File: config.mk
export PLATFORM = sky130hd
export DESIGN_NAME = traffic_phase_sequencer
export DESIGN_NICKNAME = d
export VERILOG_FILES = /design/src/rtl/traffic_pkg.sv /design/src/rtl/bcd_dec2.sv /design/src/rtl/traffic_phase_sequencer.sv
export SDC_FILE = /design/constraint.sdc
export NUM_CORES = 1
export LEC_CHECK = 0
export CAP_MARGIN = 20
export CORE_MARGIN = 2
export CORE_UTILIZATION = 41
export CTS_CLUSTER_DIAMETER = 50
export DETAILED_ROUTE_END_ITERATION = 16
export GPL_TIMING_DRIVEN = 0
export PLACE_DENSITY = 0.73
export SYNTH_ARGS = -nofsm -noshare
export SYNTH_HDL_FRONTEND = slang
export SYNTH_SLANG_ARGS = --single-unit
File: constraint.sdc
create_clock -name clk -period 1.9 [get_ports clk]
set_input_delay 0.19 -clock clk [delete_from_list [all_inputs] [get_ports clk]]
set_output_delay 0.19 -clock clk [all_outputs]
set_load 0.02 [all_outputs]
File: src/rtl/traffic_pkg.sv
// Shared types, lamp encodings and helpers for the traffic phase sequencer.
package traffic_pkg;

  localparam int unsigned BCD_W  = 8;
  localparam int unsigned LAMP_W = 3;

  typedef enum logic [2:0] {
    NS_G  = 3'd0,
    NS_Y  = 3'd1,
    RED_A = 3'd2,
    EW_G  = 3'd3,
    EW_Y  = 3'd4,
    RED_B = 3'd5,
    NIGHT = 3'd6
  } phase_e;

  localparam logic [LAMP_W-1:0] LAMP_RED = 3'b100;
  localparam logic [LAMP_W-1:0] LAMP_YEL = 3'b010;
  localparam logic [LAMP_W-1:0] LAMP_GRN = 3'b001;
  localparam logic [LAMP_W-1:0] LAMP_OFF = 3'b000;

  typedef struct packed {
    logic [LAMP_W-1:0] ns;
    logic [LAMP_W-1:0] ew;
  } lamp_pair_t;

  // True when both nibbles are decimal digits.
  function automatic logic bcd_valid(input logic [BCD_W-1:0] v);
    return (v[7:4] <= 4'd9) && (v[3:0] <= 4'd9);
  endfunction

  // Normal-cycle successor; NIGHT is left via RED_B so it maps there too.
  function automatic phase_e next_phase(input phase_e p);
    case (p)
      NS_G:    return NS_Y;
      NS_Y:    return RED_A;
      RED_A:   return EW_G;
      EW_G:    return EW_Y;
      EW_Y:    return RED_B;
      RED_B:   return NS_G;
      default: return RED_B;
    endcase
  endfunction

  // Lamp pattern shown in a phase; flash only matters in NIGHT.
  function automatic lamp_pair_t phase_lamps(input phase_e p, input logic flash);
    lamp_pair_t l;
    case (p)
      NS_G:    l = '{ns: LAMP_GRN, ew: LAMP_RED};
      NS_Y:    l = '{ns: LAMP_YEL, ew: LAMP_RED};
      EW_G:    l = '{ns: LAMP_RED, ew: LAMP_GRN};
      EW_Y:    l = '{ns: LAMP_RED, ew: LAMP_YEL};
      NIGHT:   l = flash ? '{ns: LAMP_YEL, ew: LAMP_YEL} : '{ns: LAMP_OFF, ew: LAMP_OFF};
      default: l = '{ns: LAMP_RED, ew: LAMP_RED};
    endcase
    return l;
  endfunction

endpackage

File: src/rtl/bcd_dec2.sv
// Combinational 2-digit BCD decrement (caller guarantees input is never 00).
module bcd_dec2
  import traffic_pkg::*;
(
  input  logic [BCD_W-1:0] value,
  output logic [BCD_W-1:0] dec_c
);

  // Borrow from the tens digit when the units digit is zero.
  always_comb begin
    dec_c = value;
    if (value[3:0] == 4'd0) begin
      dec_c = {4'(value[7:4] - 4'd1), 4'd9};
    end else begin
      dec_c = {value[7:4], 4'(value[3:0] - 4'd1)};
    end
  end

endmodule

File: src/rtl/traffic_phase_sequencer.sv
// Two-road intersection phase controller with BCD phase timer and night flash.
module traffic_phase_sequencer
  import traffic_pkg::*;
#(
  parameter logic [BCD_W-1:0] GREEN_NS_DEF = 8'h25,
  parameter logic [BCD_W-1:0] GREEN_EW_DEF = 8'h20,
  parameter logic [BCD_W-1:0] YELLOW_DEF   = 8'h03,
  parameter logic [BCD_W-1:0] ALLRED_T     = 8'h02
) (
  input  logic              clk,
  input  logic              rst_n,
  input  logic              tick,
  input  logic              night_mode,
  input  logic [BCD_W-1:0]  cfg_green_ns,
  input  logic [BCD_W-1:0]  cfg_green_ew,
  input  logic [BCD_W-1:0]  cfg_yellow,
  output logic [LAMP_W-1:0] ns_light,
  output logic [LAMP_W-1:0] ew_light,
  output logic [BCD_W-1:0]  count_bcd,
  output logic [2:0]        phase,
  output logic              phase_done
);

  phase_e             state_q, state_d;
  phase_e             succ_c;
  logic               flash_q, flash_d;
  logic [BCD_W-1:0]   count_d;
  logic [BCD_W-1:0]   dec_c;
  logic [BCD_W-1:0]   load_c;
  logic               done_d;
  lamp_pair_t         lamps_d;

  // Invalid BCD falls back to the default; zero is stretched to one tick.
  function automatic logic [BCD_W-1:0] sanitize(input logic [BCD_W-1:0] cfg,
                                                input logic [BCD_W-1:0] def);
    if (!bcd_valid(cfg)) return def;
    if (cfg == 8'h00)    return 8'h01;
    return cfg;
  endfunction

  bcd_dec2 u_dec (
    .value (count_bcd),
    .dec_c (dec_c)
  );

  // Duration to load for the phase that follows the current one.
  always_comb begin
    succ_c = next_phase(state_q);
    load_c = ALLRED_T;
    case (succ_c)
      NS_G:       load_c = sanitize(cfg_green_ns, GREEN_NS_DEF);
      EW_G:       load_c = sanitize(cfg_green_ew, GREEN_EW_DEF);
      NS_Y, EW_Y: load_c = sanitize(cfg_yellow, YELLOW_DEF);
      default:    load_c = ALLRED_T;
    endcase
  end

  // Next-state, timer and lamp decode; night request outranks phase expiry.
  always_comb begin
    state_d = state_q;
    count_d = count_bcd;
    flash_d = flash_q;
    done_d  = 1'b0;
    if (state_q != NIGHT) begin
      if (night_mode) begin
        state_d = NIGHT;
        count_d = 8'h00;
        flash_d = 1'b1;
        done_d  = 1'b1;
      end else if (tick) begin
        if (count_bcd == 8'h01) begin
          state_d = succ_c;
          count_d = load_c;
          done_d  = 1'b1;
        end else begin
          count_d = dec_c;
        end
      end
    end else begin
      if (!night_mode) begin
        state_d = RED_B;
        count_d = ALLRED_T;
        flash_d = 1'b0;
        done_d  = 1'b1;
      end else if (tick) begin
        flash_d = ~flash_q;
      end
    end
    lamps_d = phase_lamps(state_d, flash_d);
  end

  // State and registered outputs.
  always_ff @(posedge clk or negedge rst_n) begin
    if (!rst_n) begin
      state_q    <= RED_B;
      count_bcd  <= ALLRED_T;
      flash_q    <= 1'b0;
      ns_light   <= LAMP_RED;
      ew_light   <= LAMP_RED;
      phase_done <= 1'b0;
    end else begin
      state_q    <= state_d;
      count_bcd  <= count_d;
      flash_q    <= flash_d;
      ns_light   <= lamps_d.ns;
      ew_light   <= lamps_d.ew;
      phase_done <= done_d;
    end
  end

  assign phase = state_q;

endmodule

==> results.json <==
{
  "slew_viol_final": 0,
  "final_net_count": 242,
  "hold_class": "input pin to register",
  "cts_buffers": 3,
  "worst-path-stages": 6,
  "fmax_mhz": 539,
  "crit_type": "register to register",
  "synth_edf_count": 0,
  "drcViolationCount": 0,
  "cp.required_ns": 2.09,
  "slowest_delay_ns": 0.58,
  "slowest_stage": "dfstp_2",
  "syn-cell-area_um2": 1390,
  "die_h_um": 62.2,
  "clk_pin_slew_ns": 0.12,
  "place_inst": 246,
  "synthesis.nets": 188,
  "antenna_left": 0,
  "p_per_area_nw_per_um2": 782,
  "fin_area_um2": 2040,
  "drt_pre_antenna_iters": 4,
  "path_cells": "buf_6 -> xor2_1 -> and4bb_4 -> a22oi_1 -> nand3_1 -> a32o_1",
  "outcome": "finished, final reports clean",
  "final_core_utilization": 0.621,
  "placed_area_um2": 1890,
  "post_drt_wl_per_cell_um": 15.3,
  "track_usage": 0.204,
  "cp.arrival_ns": 2.05,
  "most-common-layout-cells": "clkdlybuf4s50_1 (44), o21ai_0 (13), dfrtp_1 (12), nand2_1 (11), nor2_1 (9)",
  "max-slew-margin-rel": 0.442,
  "drt_iter0_drc": 45,
  "drive_gt1_frac": 0.201,
  "hold_viol_final": 0,
  "ir_worst_vdd_mv": 0.402,
  "whs_path_depth": 3,
  "layout_worst_path_cycle_share": 0.976,
  "synthArstFlopShare": 1.00,
  "rsz0062_at_grt": "true",
  "r2r_cells": 6,
  "yosys_warnings": 0,
  "power_leakage_nw": 0.774,
  "clock_path_buffers": 2,
  "tightest_slew_ns": 0.834,
  "ys.flop_type": "dfrtp_1",
  "grt_pass1_wl_um": 6380,
  "num_antenna_cells": 0,
  "maxCapViolations": 0,
  "min_period_ns": 1.85,
  "place_ws_ns": -0.106,
  "vias": 1415,
  "syn_inst": 156,
  "skew_ns": 0.0100,
  "antenna_found_initial": 0,
  "gr-total-overflow": 0,
  "die_w_um": 62.2,
  "end_kind": "register",
  "cts_hold_buf": 0,
  "power_mw": 1.60,
  "die_area_um2": 3870,
  "numPortBuffers": 44,
  "initial_core_util": 0.423,
  "area_delta_synth_final_pct": 46.8,
  "yosysSeqAreaShare": 0.347,
  "layout_commonest_cell": "clkdlybuf4s50_1",
  "io_pins": 46,
  "critPathBufInv": 1,
  "drt_wl_total_um": 3910,
  "syn_area_per_cell_um2": 8.91,
  "rows": 21,
  "gp_routability_congestion": 0.844,
  "insertion_delay_ns": 0.30,
  "place_hpwl_um": 3000,
  "cts-root-buf": "clkbuf_4",
  "cp_top_family": "flip-flops",
  "stdcell_count": 255,
  "core_area_um2": 3280,
  "drt-vias-per-instance": 5.55,
  "ys_ff_latch": 19,
  "grt_pass1_vias": 1343,
  "worstPathMaxFanout": 6,
  "setup_slack_ns": 0.0458,
  "crit_path_start_kind": "register",
  "setup_violations": 0,
  "synth_cell_types": 56,
  "grt_max_degree": 20,
  "clkSinkCount": 19,
  "tritoncts": "done",
  "htreeDepth": 1
}
## path summary, 6_finish.rpt
check | to | slack (ns) | start
max | count_bcd[3] | 0.05 | phase[0]
min | count_bcd[1] | 0.31 | tick
max reg2reg | count_bcd[3] | 0.05 | phase[0]
min reg2reg | flash_q | 0.60 | flash_q
max in group asynchronous | count_bcd[4] | 0.97 | rst_n
min in group asynchronous | phase[1] | 0.35 | rst_n
## metal layers
metal  vias up  routed length, um  global-route usage  part of all wire
li1        703                  -                   -                 -
met1       661               1740               0.275              0.45
met2        43               1930               0.348              0.49
met3         8                162              0.0199             0.041
met4         0                 78              0.0639             0.020
met5         -                  0                   0                 0
## layout make-up
cell class | count | area (um2)
Fill cell | 298 | 1240
Timing Repair Buffer | 51 | 493
Tap cell | 46 | 57.6
Clock buffer | 3 | 22.5
Buffer | 6 | 36.3
Clock inverter | 1 | 7.51
Multi-Input combinational cell | 119 | 902
Inverter | 10 | 37.5
Sequential cell | 19 | 484
## worst register-to-register path, stage by stage, from the launching register on
cell and delay (ns):
dfstp_2 0.58, buf_6 0.12, xor2_1 0.20, and4bb_4 0.29, a22oi_1 0.18, nand3_1 0.12
a32o_1 0.26
## where the power goes
part	total [mW]	switching, mW	internal, mW
clock	0.212	0.131	0.0802
combinational	0.818	0.405	0.414
sequential	0.565	0.0833	0.482
total	1.60	0.619	0.976
## cells by family after synthesis
logic type / count (synthesis) / synth area share
mux: 1 / 0.0108
buf+inv: 18 / 0.0549
compound gates: 54 / 0.262
flops: 19 / 0.347
fa+ha+maj: 5 / 0.0432
simple gates: 52 / 0.239
xor+xnor: 7 / 0.0441
## flip-flops by register name (all words and copies together), names as in the netlist
name,cells
phase,3
flash_q,1
phase_done,1
count_bcd,8
ew_light,3
ns_light,3
## timing repair
| item | CTS | global route |
|---|---|---|
| pin swaps | 3 | 5 |
| resized for setup | 9 | 12 |
| setup buffers | 4 | 3 |
| endpoints found under the setup margin | 7 | 14 |
## synth_stat cells (all sizes together) (2+ instances only)
cell type,count,area share
ha,4,0.036
a21oi,8,0.029
dfstp,5,0.095
o21ai,17,0.061
xor2,3,0.019
xnor2,4,0.025
a31oi,2,0.0090
nand2,12,0.034
a22oi,5,0.027
or4,2,0.011
nor3,6,0.030
nor2,9,0.024
inv,10,0.027
and3,2,0.0090
clkbuf,3,0.0081
o211ai,3,0.016
and4,2,0.013
nor2b,2,0.0090
buf,5,0.020
dfrtp,14,0.25
a222oi,3,0.022
nor4,6,0.032
a32o,2,0.014
## stage by stage
| step | TNS, ns | hold WS, ns |
|---|---|---|
| final | 0 | 0.309 |
| after global routing | -0.0508 | 0.338 |
| after detailed placement | -0.157 | 0.576 |
| after CTS | 0 | 0.290 |
| after global placement | -0.0851 | 0.554 |
| after floorplan | 0 | -0.106 |
No activity file was read; power rests on OpenSTA's default activity.
==> RTL change 1: new RTL, same flow settings <==
`LAMP_W`: 3 -> 5.
--- a/src/rtl/traffic_pkg.sv
+++ b/src/rtl/traffic_pkg.sv
@@ -4,3 +4,3 @@
   localparam int unsigned BCD_W  = 8;
-  localparam int unsigned LAMP_W = 3;
+  localparam int unsigned LAMP_W = 5;
 
Ports: changed (resized ew_light and ns_light); port bits go from 46 to 50. No check against the original RTL was run, so the function may have changed too.
==> RTL change 1 against the original RTL <==
  * The run now ends with negative setup slack left
  * Combinational power rose by 0.7%
  * Sequential cell count did not move
  * Sequential share of layout area fell by 0.89 points
  * Total power fell by 1.5%
  * Cell count rose by 6.7%
  * Setup slack got worse by 0.058 ns
  * Area after synthesis rose by 4.6%
  * Design area rose by 4.2%
  * Wire length rose by 7.0%
  * First-iteration DRC count rose to 2.6 times the old value
  * Critical endpoint is now phase[1]
==> RTL change 1: results (changes against the original RTL) <==
max-slew-margin-rel_pct: 41.8  # was 44.2%
leakagePower_nw: 0.847  # was 0.774 nW
fin_tns_setup_ns: -0.0127  # was 0 ns
finalSetupViolCount: 1  # was 0
slowest_delay_ns: 0.39  # was 0.58 ns
routedWlPerCell_um: 15.4  # was 15.3 µm
min_path_cells: 3  # unchanged
ant_nets: 0  # unchanged
critPathArrivalTime_ns: 2.11  # was 2.05 ns
yosysUniqueCellTypes: 52  # was 56
synth-async-reset-ratio_pct: 100  # unchanged
grt_max_degree: 20  # unchanged
critPathSlowestCell: "dfstp_2"  # unchanged
skew_ns: 0.00400  # was 0.0100 ns
dp_hpwl_um: 3160  # was 3000 µm
cts_root_buf: "clkbuf_4"  # unchanged
yosys-top-cells-area: "dfrtp_1 (24%), dfstp_2 (9.0%), o21ai_0 (6.2%)"  # was dfrtp_1 (25%), dfstp_2 (9.5%), o21ai_0 (4.7%)
avgViaCountPerCell: 5.74  # was 5.55
cp_max_fo: 6  # unchanged
htreeDepth: 1  # unchanged
largest_register: "count_bcd"  # unchanged
worstReg2RegStart: "count_bcd[1]"  # was phase[0]
drt_pass1_iterations: 6  # was 4
largest_reg_flops: 8  # unchanged
drt_iter0_markers: 115  # was 45
clk_pin_slew_worst_paths_ns: 0.12  # about the same
cts_buffers: 3  # unchanged
clock_path_buffers: 2  # unchanged
routabilityCongestion: 0.818  # was 0.844
portBuffers: 43  # was 44
worst_setup_path_end_kind: "flip-flop"  # unchanged
r2r_end: "phase[1]"  # was count_bcd[3]
num_antenna_cells: 0  # unchanged
violations: "negative setup slack"
ys_seq_area_share_pct: 33.1  # was 34.7%
synthTopCellsByCount: "o21ai_0 (18), dfrtp_1 (14), a21oi_1 (11), nand2_1 (10), nor3_1 (9)"  # was dfrtp_1 (14), o21ai_0 (13), nand2_1 (11), inv_1 (9), nor2_1 (9)
worst_slack_ns: -0.0127  # was 0.0458 ns
synth_warnings: 0  # unchanged
vdd_drop_max_mv: 0.472  # was 0.402 mV
final_nets: 259  # was 242
r2r_cells: 7  # was 6
drive_gt1_share_pct: 21.7  # was 20.1%
hp-start: "night_mode"  # was tick
final_hold_viol_count: 0  # unchanged
grt_usage_pct: 21.1  # was 20.4%
hold_class: "input pin to flip-flop"  # unchanged
fillerInstances: 313  # was 298
antenna_found_initial: 0  # unchanged
grt_pass1_vias: 1477  # was 1343
insertion_delay_ns: 0.30  # about the same
grt_pass1_wl_um: 6830  # was 6380 µm
critPathTopFamily: "simple AND/OR/NAND/NOR gates"  # was flip-flops
outcome: "finished, violations left"  # was completed
whs_endpoint: "flash_q"  # was count_bcd[1]
==> RTL change 1: cell count changes after synthesis, moves of 3 or more <==
| cell | delta |
|---|---|
| a21oi_1 | +3 |
| buf_4 | +4 |
| o21ai_0 | +5 |
| o21ai_1 | -4 |
| nor3_1 | +4 |
==> RTL change 1: kinds of logic after synthesis <==
kind of cell / after synthesis / share of synthesized area, %
mux: 1 / 0.774
flops: 19 / 33.1
fa+ha+maj: 5 / 4.13
other cells: 1 / 0.258
buf+inv: 20 / 6.80
xor+xnor: 7 / 4.22
simple gates: 55 / 23.2
compound gates: 58 / 27.5
==> RTL change 1: how the worst max path moves through the flow <==
stage                     slack, ns          from       end  cells after the start
after floorplan               -0.04  count_bcd[1]  phase[1]                      7
after global placement        -0.13  count_bcd[1]  phase[1]                      7
after detailed placement      -0.17  count_bcd[1]  phase[1]                      7
after CTS                     -0.06  count_bcd[4]  phase[1]                      7
after global routing          -0.09  count_bcd[1]  phase[1]                      7
final                         -0.01  count_bcd[1]  phase[1]                      7
==> RTL change 1: per-stage QoR <==
step	instances	instance area, µm²	setup slack, ns	hold slack, ns
CTS	269	2070	-0.0619	0.314
finish	272	2130	-0.0127	0.317
global placement	258	1990	-0.135	0.530
global route	272	2130	-0.0873	0.342
detailed placement	258	1990	-0.171	0.565
floorplan	169	1500	-0.0392	-0.106
==> RTL change 1: layout make-up <==
cell class	instances	area (µm²)	area share [%]
plain buffers	13	76.3	3.59
clock buffers	3	22.5	1.06
clock inverters	1	5.00	0.235
inverters	7	26.3	1.24
multi-input cells	130	947	44.6
flip-flops and latches	19	485	22.8
well taps	46	57.6	2.71
repair buffers	53	505	23.8
==> RTL change 1: layer usage <==
layer,track usage (%),part of all wire (%),up-vias
met5,0,0,-
met4,5.16,0.79,0
met3,2.86,6.1,4
met2,37.1,50,62
met1,27.2,43,747
li1,-,-,747
==> RTL change 1: power by group <==
| part | internal, W | switching, W | leakage, nW |
|---|---|---|---|
| clock network | 0.0000784 | 0.000132 | 0.0177 |
| logic | 0.000411 | 0.000413 | 0.599 |
| registers | 0.000478 | 0.0000596 | 0.230 |
==> RTL change 1: repair_timing <==
action                     in CTS  in global routing
setup buffers                   7                  3
resized for setup               1                  9
cloned                          0                  0
pin swaps                       1                  3
setup endpoints to repair       3                 10
==> RTL change 1: tightest hold or removal path: stages <==
cell and delay (ns):
clkbuf_1 0.17, a21oi_1 0.16, a21oi_1 0.06
==> RTL change 2: new RTL, config.mk and constraints unchanged <==
Without the edit above. Make the reset (`rst_n`) synchronous in one clocked block.
--- a/src/rtl/traffic_phase_sequencer.sv
+++ b/src/rtl/traffic_phase_sequencer.sv
@@ -92,3 +92,3 @@
   // State and registered outputs.
-  always_ff @(posedge clk or negedge rst_n) begin
+  always_ff @(posedge clk) begin
     if (!rst_n) begin
Check against the original RTL: differs if rst_n is asserted again (counterexample within 4 cycles, from zero or initial values and one cycle with rst_n low); with rst_n held inactive, the same outputs for 10 cycles.
==> RTL change 2 against the original RTL <==
  * Sequential cell count unchanged
  * Setup slack gained 0.071 ns
  * Design area shrank 1.2%
  * Critical path depth grew 1
  * Area after synthesis rose by 3.1%
  * Worst hold slack worse by 0.12 ns
  * Wire length grew 7.0%
Power is not compared: it rests on default switching activity, and its combinational part moved more than twofold at a synthesized area within 25%.
==> RTL change 2: results (changes against the original RTL) <==
grt_max_degree: 12  # was 20
grt_pass1_vias: 1480  # was 1343
skew_ns: 0.00713  # was 0.0100 ns
worstReg2RegStart: "phase[2]"  # was phase[0]
whs_endpoint: "ew_light[2]"  # was count_bcd[1]
critPathArrivalTime_ns: 1.99  # was 2.05 ns
ys_seq_area_share_pct: 26.6  # was 34.7%
synth-async-reset-ratio_pct: 0  # was 100%
worst_hold_slack_ns: 0.190  # was 0.309 ns
yosysUniqueCellTypes: 49  # was 56
drt_pass1_iterations: 5  # was 4
drt_iter0_markers: 133  # was 45
r2r_cells: 7  # was 6
outcome: "completed"  # unchanged
synthTopCellsByCount: "nand2_1 (25), dfxtp_1 (19), a21oi_1 (15), o21ai_0 (15), nor2_1 (10)"  # was dfrtp_1 (14), o21ai_0 (13), nand2_1 (11), inv_1 (9), nor2_1 (9)
final_nets: 275  # was 242
fillerInstances: 331  # was 298
min_path_cells: 2  # was 3
grt_usage_pct: 21.8  # was 20.4%
synthFlopType: "dfxtp_1"  # was dfrtp_1
yosys-top-cells-area: "dfxtp_1 (27%), nand2_1 (6.6%), a21oi_1 (5.2%)"  # was dfrtp_1 (25%), dfstp_2 (9.5%), o21ai_0 (4.7%)
routedWlPerCell_um: 14.5  # was 15.3 µm
drive_gt1_share_pct: 9.92  # was 20.1%
syn_nets: 225  # was 188
routabilityCongestion: 0.910  # was 0.844
hp-start: "night_mode"  # was tick
==> RTL change 2: cell count changes after synthesis, sizes merged, moves of 5 or more <==
cell	before	now
nand2	12	25
dfstp	5	0
nand3	1	9
a21oi	8	15
dfxtp	0	19
dfrtp	14	0
==> RTL change 2: repair_timing <==
item                       4_1_cts  5_1_grt
resized for setup                4       10
buffers inserted                 0        2
setup endpoints to repair        8       10
hold endpoints to repair         0        0
gates cloned                     0        0
pin swaps                        0        1
==> RTL change 2: worst max-delay path by stage <==
stage                       start           end  depth (start not counted)
floorplan            count_bcd[4]  count_bcd[1]                          8
global placement    cfg_yellow[3]  count_bcd[3]                          7
detailed placement  cfg_yellow[3]  count_bcd[3]                          7
CTS                  count_bcd[0]  count_bcd[3]                          6
global route             phase[2]  count_bcd[3]                          7
finish                   phase[2]  count_bcd[3]                          7
==> RTL change 2: stage by stage <==
| stage | cells | area [µm²] | power [W] |
|---|---|---|---|
| 2_1_floorplan | 193 | 1430 | 0.000633 |
| 4_1_cts | 286 | 1960 | 0.000993 |
| 3_5_place_dp | 283 | 1930 | 0.000780 |
| 3_3_place_gp | 283 | 1930 | 0.000778 |
| 6_report | 288 | 2020 | 0.00100 |
| 5_1_grt | 288 | 2020 | 0.00108 |
==> RTL change 2: routing by layer <==
metal	GRT usage, %	up-vias	part of all wire [%]
met4	8.33	0	1.3
met1	31.1	788	46
li1	-	828	-
met2	33.0	67	45
met3	3.39	4	6.8
met5	0	-	0
==> RTL change 2: power groups by stage <==
stage                     sequential (W)  clock [W]  combinational (W)
final                           0.000443   0.000215           0.000347
after floorplan                 0.000469          0           0.000164
after global placement          0.000449          0           0.000329
after global routing            0.000446   0.000253           0.000381
after CTS                       0.000441   0.000220           0.000333
after detailed placement        0.000449          0           0.000330
==> RTL change 2: area by class of cell <==
type                       instances  area, µm²  area share (%)
multi-input combinational        157       1020            50.8
timing repair buffer              46        455            22.6
sequential                        19        385            19.1
tap                               46       57.6            2.86
inverter                           9       33.8            1.68
buffer                             7       32.5            1.61
clock buffer                       3       22.5            1.12
clock inverter                     1       5.00           0.248
==> RTL change 2: logic make-up after synthesis <==
| kind of cell | Yosys count | synth area share, % |
|---|---|---|
| mux | 1 | 0.699 |
| simple gates | 81 | 30.2 |
| fa+ha+maj | 5 | 4.19 |
| xor+xnor | 7 | 4.28 |
| compound gates | 63 | 29.3 |
| flops | 19 | 26.5 |
| buf+inv | 17 | 4.72 |
==> RTL change 2: critical path, stage by stage, from the launching register on <==
cell      delay, ns
dfxtp_2        0.35
buf_4          0.17
inv_1          0.11
and4_1         0.16
clkbuf_1       0.17
a2111o_1       0.45
a32oi_1        0.21
nor2_1         0.06
